`src/rtl/adc_imi_multi.sv`:
```
//------------------------------------------------------------------------------
// adc_imi_multi : multi-channel ADC imitator with an SPI-like serial frame
//                 and a triangle/sawtooth/constant pattern generator per channel
// Revision      : 1.0  initial release
//------------------------------------------------------------------------------
`default_nettype none

module adc_imi_multi #(
  parameter int DATA_W    = 16,
  parameter int CH_NUM    = 4,
  parameter int FRAME_LEN = 40,
  parameter int PEAK      = 4090,
  parameter int STEP      = 1,
  localparam int CH_W     = (CH_NUM > 1) ? $clog2(CH_NUM) : 1
) (
  input  logic              clk_100,
  input  logic              reset_n,
  input  logic              start,
  input  logic [1:0]        mode,
  input  logic [DATA_W-1:0] const_val,
  input  logic              mdi,
  output logic              sck,
  output logic              cs_n,
  output logic              sdo,
  output logic              en,
  output logic [DATA_W-1:0] adc_data,
  output logic [CH_W-1:0]   ch_id,
  output logic [DATA_W-1:0] rx_data
);

  typedef enum logic [2:0] {
    S_IDLE  = 3'd0,
    S_LOAD  = 3'd1,
    S_SHIFT = 3'd2,
    S_DONE  = 3'd3,
    S_GAP   = 3'd4
  } state_t;

  localparam int                CNT_W      = $clog2(FRAME_LEN);
  localparam logic [CNT_W-1:0]  SHIFT_LAST = CNT_W'(2 * DATA_W);
  localparam logic [CNT_W-1:0]  FRAME_LAST = CNT_W'(FRAME_LEN - 1);
  localparam logic [DATA_W:0]   PEAK_X     = (DATA_W + 1)'(PEAK);
  localparam logic [DATA_W:0]   STEP_X     = (DATA_W + 1)'(STEP);
  localparam logic [CH_W-1:0]   CH_LAST    = CH_W'(CH_NUM - 1);

  state_t              state_q;
  logic [CNT_W-1:0]    cnt_q;
  logic [CH_W-1:0]     ptr_q;
  logic [1:0]          mode_q;
  logic [DATA_W-1:0]   tx_sh_q;
  logic [DATA_W-1:0]   rx_sh_q;
  logic [DATA_W-1:0]   sample_q;
  logic [DATA_W-1:0]   val_q [CH_NUM];
  logic [CH_NUM-1:0]   dir_q;

  logic                sck_q;
  logic                cs_n_q;
  logic                sdo_q;
  logic                en_q;
  logic [DATA_W-1:0]   adc_q;
  logic [CH_W-1:0]     ch_q;
  logic [DATA_W-1:0]   rx_q;

  logic [DATA_W-1:0]   sample_d;
  logic [DATA_W-1:0]   val_d;
  logic                dir_d;
  logic [DATA_W:0]     cur_d;
  logic [DATA_W:0]     inc_d;

  assign sample_d = mode[1] ? const_val : val_q[ptr_q];

  // Pattern step for the channel being sent; one extra bit keeps the
  // comparisons against PEAK free of wrap-around.
  always_comb begin
    cur_d = {1'b0, val_q[ptr_q]};
    inc_d = cur_d + STEP_X;
    val_d = val_q[ptr_q];
    dir_d = dir_q[ptr_q];
    case (mode_q)
      2'd0: begin
        if (dir_q[ptr_q]) begin
          if (inc_d >= PEAK_X) begin
            val_d = PEAK_X[DATA_W-1:0];
            dir_d = 1'b0;
          end else begin
            val_d = inc_d[DATA_W-1:0];
          end
        end else begin
          if (cur_d <= STEP_X) begin
            val_d = '0;
            dir_d = 1'b1;
          end else begin
            val_d = val_q[ptr_q] - STEP_X[DATA_W-1:0];
          end
        end
      end
      2'd1: begin
        val_d = (inc_d > PEAK_X) ? '0 : inc_d[DATA_W-1:0];
        dir_d = 1'b1;
      end
      default: ;
    endcase
  end

  always_ff @(posedge clk_100 or negedge reset_n) begin
    if (!reset_n) begin
      state_q  <= S_IDLE;
      cnt_q    <= '0;
      ptr_q    <= '0;
      mode_q   <= 2'd0;
      tx_sh_q  <= '0;
      rx_sh_q  <= '0;
      sample_q <= '0;
      for (int i = 0; i < CH_NUM; i++) val_q[i] <= '0;
      dir_q    <= '1;
      sck_q    <= 1'b0;
      cs_n_q   <= 1'b1;
      sdo_q    <= 1'b0;
      en_q     <= 1'b0;
      adc_q    <= '0;
      ch_q     <= '0;
      rx_q     <= '0;
    end else begin
      en_q <= 1'b0;
      // Dropping start aborts the frame at once; last results stay visible.
      if (state_q != S_IDLE && !start) begin
        state_q <= S_IDLE;
        cnt_q   <= '0;
        ptr_q   <= '0;
        for (int i = 0; i < CH_NUM; i++) val_q[i] <= '0;
        dir_q   <= '1;
        sck_q   <= 1'b0;
        cs_n_q  <= 1'b1;
        sdo_q   <= 1'b0;
      end else begin
        case (state_q)
          S_IDLE: begin
            cnt_q  <= '0;
            sck_q  <= 1'b0;
            cs_n_q <= 1'b1;
            sdo_q  <= 1'b0;
            if (start) state_q <= S_LOAD;
          end
          S_LOAD: begin
            mode_q   <= mode;
            sample_q <= sample_d;
            tx_sh_q  <= sample_d;
            cs_n_q   <= 1'b0;
            sck_q    <= 1'b0;
            sdo_q    <= 1'b0;
            cnt_q    <= cnt_q + 1'b1;
            state_q  <= S_SHIFT;
          end
          S_SHIFT: begin
            cs_n_q <= 1'b0;
            sdo_q  <= tx_sh_q[DATA_W-1];
            // Odd count is the low half of a bit, even count the high half.
            if (cnt_q[0]) begin
              sck_q <= 1'b0;
            end else begin
              sck_q   <= 1'b1;
              rx_sh_q <= {rx_sh_q[DATA_W-2:0], mdi};
              tx_sh_q <= tx_sh_q << 1;
            end
            cnt_q <= cnt_q + 1'b1;
            if (cnt_q == SHIFT_LAST) state_q <= S_DONE;
          end
          S_DONE: begin
            cs_n_q       <= 1'b1;
            sck_q        <= 1'b0;
            sdo_q        <= 1'b0;
            en_q         <= 1'b1;
            adc_q        <= sample_q;
            ch_q         <= ptr_q;
            rx_q         <= rx_sh_q;
            val_q[ptr_q] <= val_d;
            dir_q[ptr_q] <= dir_d;
            ptr_q        <= (ptr_q == CH_LAST) ? '0 : ptr_q + 1'b1;
            if (cnt_q == FRAME_LAST) begin
              cnt_q   <= '0;
              state_q <= S_LOAD;
            end else begin
              cnt_q   <= cnt_q + 1'b1;
              state_q <= S_GAP;
            end
          end
          S_GAP: begin
            if (cnt_q == FRAME_LAST) begin
              cnt_q   <= '0;
              state_q <= S_LOAD;
            end else begin
              cnt_q <= cnt_q + 1'b1;
            end
          end
          default: state_q <= S_IDLE;
        endcase
      end
    end
  end

  assign sck      = sck_q;
  assign cs_n     = cs_n_q;
  assign sdo      = sdo_q;
  assign en       = en_q;
  assign adc_data = adc_q;
  assign ch_id    = ch_q;
  assign rx_data  = rx_q;

endmodule

`default_nettype wire

```
`config.mk`:
```
export PLATFORM = sky130hd
export DESIGN_NAME = adc_imi_multi
export DESIGN_NICKNAME = d
export VERILOG_FILES = /design/src/rtl/adc_imi_multi.sv
export SDC_FILE = /design/constraint.sdc
export NUM_CORES = 1
export LEC_CHECK = 0
export BUFFER_PORTS_ARGS = -buffer_cell sky130_fd_sc_hd__buf_2
export CORE_ASPECT_RATIO = 1.75
export CORE_UTILIZATION = 50
export CTS_BUF_LIST = sky130_fd_sc_hd__clkbuf_16
export DETAILED_ROUTE_END_ITERATION = 12
export PLACE_DENSITY_LB_ADDON = 0.08
export SLEW_MARGIN = 20
export SYNTH_ARGS = -nofsm -noshare
export SYNTH_HDL_FRONTEND = slang
export SYNTH_SLANG_ARGS = --single-unit
export TNS_END_PERCENT = 30
```
`constraint.sdc`:
```
create_clock -name clk_100 -period 4.3 [get_ports clk_100]
set_clock_uncertainty 0.1 [all_clocks]
set_input_delay 0 -clock clk_100 [delete_from_list [all_inputs] [get_ports clk_100]]
set_output_delay 0 -clock clk_100 [all_outputs]
set_load 0.005 [all_outputs]
```
==> results.yml <==
setup_path:
  arrival_ps: 4240
  critical_path.max_stage_delay_ps: 520
  crit_buf_inv: 2
  critPathCaptureType: "flop"
  crit_slowest_cell: "mux4_2"
  cp_top_family: "compound AO/OA/AOI/OAI gates"
  critical_path.cell_chain: "buf_4 -> mux4_2 -> nand3_1 -> nor4_1 -> mux2_2 -> a21boi_1 -> o21ai_0 -> o311ai_0 -> buf_4 -> o311a_1 -> o21ai_1"
  path_class: "reg -> reg"
  startpoint_types: "flop"
  cp_common_cell: "buf_4"
  worstPathRequired_ps: 4500
  cp_max_fo: 11
placed_design:
  placed_cells_incl_taps: 1183
  port_buffers: 59
  gpl.final_weighted_congestion: 0.9479
  placement.cell_area_sq_um: 9407
  dp.final_hpwl_microns: 18220
synth:
  synth_ff_type: "dfrtp_1"
  synthesis.instances: 907
  yosys.cell_types.count: 69
  synth.avg_cell_area_sq_um: 9.528
  netlist.area_leader.share_pct: 46.91
  post_synth_net_total: 939
  synth-async-reset-ratio_pct: 100.0
  synthDominantAreaCellType: "dfrtp_1"
  synth_top_cells_by_area: "dfrtp_1, nand2_1, o21ai_0"
  synth_sequential_area_ratio_pct: 48.43
  postSynthRegisterBits: 167
  syn-cell-area_sq_um: 8642
  yosysWarnings: 0
  synth-edff-count: 0
floorplanning:
  floorplan.core_area_sq_um: 16950
  rows: 63
  initial_core_util_pct: 50.99
  design.die.area_sq_um: 17830
  dieHeight_microns: 175.9
  design.portCount: 60
  floorplan.die.width_microns: 101.4
clock_tree:
  cts_max_path_buffers: 2
  cts.htree.levels: 4
  clk_latency_ps: 430
  cts_made_buffers: 17
  tritoncts_clock_tree: "yes"
  cts.clk_slew.worst_paths_ps: 70
  numClockSinks: 167
  clockRootBuffer: "clkbuf_16"
drt:
  routed_len_inst_microns: 20.07
  drt-pass1-iter-count: 7
  drtAntennaViolNets: 0
  initialDrtViolationCount: 398
  via_count: 7347
  detail_route.vias_per_cell: 5.949
  drc: 0
  detail_route.wirelength_microns: 24790
layout:
  final_design_area_no_fill_sq_um: 10220
  finish.net_count: 1028
  antenna_cells: 0
  fin_cells: 1235
  drive_gt1_share_pct: 19.94
  area.growth.synth_to_final_pct: 18.24
sta:
  timing.slew.headroom_pct: 29.89
  final-setup-viol-count: 0
  maxSlewViolCount: 0
  final.period_utilization_pct: 93.98
  final-hold-violation-count: 0
  rsz_0062_raised_after_global_routing: "no"
  finalSetupTns_ps: 0
  final.min_clock_period_ps: 4041
  tightest_slew_ps: 1052
  hold_slack_ps: 123.6
  fmaxAchievable_mhz: 247.5
grt:
  number_of_global_route_vias_before_repair: 7576
  final_global_route_overflow_total: 0
  grt_pass1_wl_microns: 39790
  grtUsageTotal_pct: 29.78
  grt_antenna_before_repair: 0
  grt_max_degree: 102
power:
  power.static_leakage_nw: 4.784
  worst_ir_drop_vdd_uv: 269.3
  power.density_nw_per_um2: 559.8
min_path:
  worstHoldPathType: "in -> async"
run:
  max_cap_violations: 0
run_status:
  status: "finished, final reports clean"
[cell families after synthesis]
group                      share of synthesized area [%]
adders and majority gates                          1.448
AOI/OAI and AO/OA                                  17.71
DFF                                                48.43
buffers and inverters                              3.533
xor gates and xnor gates                           1.115
muxes                                              9.440
and+or+nand+nor                                    18.33
[final cells by class]
type | instances | area [sq um]
inverter | 13 | 48.80
sequential | 167 | 4187
fill | 1464 | 6729
multi-input combinational | 665 | 4172
timing repair buffer | 132 | 927.1
tap | 227 | 284.0
clock buffer | 17 | 425.4
clock inverter | 14 | 175.2
[final timing paths]
path / startpoint / end / slack, ps / cells after the start
max: ptr_q[0] / val_q[17] / 260 / 11
min: reset_n / tx_sh_q[6] / 120 / 2
max reg2reg: ptr_q[0] / val_q[17] / 260 / 11
min reg2reg: sample_q[0] / adc_data[0] / 370 / 2
max in group asynchronous: reset_n / dir_q[2] / 2820 / 3
min in group clk_100: mdi / rx_sh_q[0] / 260 / 3
[flip-flops by register name (all words and copies together), names as in the netlist, 2 cells and up]
signal / cells
adc_data: 16
ch_id: 2
cnt_q: 6
dir_q: 4
mode_q: 2
ptr_q: 2
rx_data: 16
rx_sh_q: 16
sample_q: 16
state_q: 3
tx_sh_q: 16
val_q: 64
[synth_stat cells (all sizes together) (7+ instances only)]
master	number
nand2	196
nor2b	7
a21oi	49
a22o	36
nor2	48
or3	7
o21ai	92
mux2	20
o31ai	10
mux4	16
ha	10
inv	13
and3	8
nand3	21
and2	7
mux2i	23
nand4	7
clkbuf	44
a31oi	8
dfrtp	162
nand2b	7
xnor2	9
nor3	16
buf	18
[where the power goes]
| group | total, mW | leakage [nW] | switching, mW | internal (mW) |
|---|---|---|---|---|
| clock | 1.57 | 0.292 | 0.654 | 0.918 |
| combinational | 1.95 | 2.28 | 1.20 | 0.758 |
| sequential | 2.19 | 2.22 | 0.279 | 1.92 |
[cell usage in the layout (no fill, tap or decap), types with 17 or more instances in the layout]
cell,n
a21oi_1,44
a22o_1,36
buf_2,58
buf_4,50
clkbuf_16,17
dfrtp_1,161
dlygate4sd3_1,21
mux2_2,20
mux2i_1,23
nand2_1,196
nand3_1,21
nor2_1,47
o21ai_0,73
o21ai_1,19
[stage by stage]
| step | worst slack, ps | total power [mW] | util (%) |
|---|---|---|---|
| 4_1_cts | 174.1 | 5.756 | 60.29 |
| 5_1_grt | 59.94 | 6.075 | 60.30 |
| 6_report | 258.9 | 5.721 | 60.30 |
| 2_1_floorplan | 612.7 | 3.400 | - |
| 3_5_place_dp | 223.4 | 4.156 | 55.50 |
| 3_3_place_gp | 292.7 | 4.115 | 55.50 |
[per-layer routing]
metal	up-vias	track usage, %	part of all wire, %
li1	3410	-	-
met1	3625	32.73	38
met2	242	53.57	53
met3	70	3.741	3.4
met4	0	17.93	5.3
met5	-	0	0
[repair_timing]
| item | in CTS | in global routing |
|---|---|---|
| buffers inserted | 0 | 0 |
| setup endpoints to repair | 0 | 6 |
| hold buffers | 21 | 0 |
| resized for setup | 0 | 1 |
| hold endpoints to repair | 141 | 0 |
No activity file was read; power rests on OpenSTA's default activity.
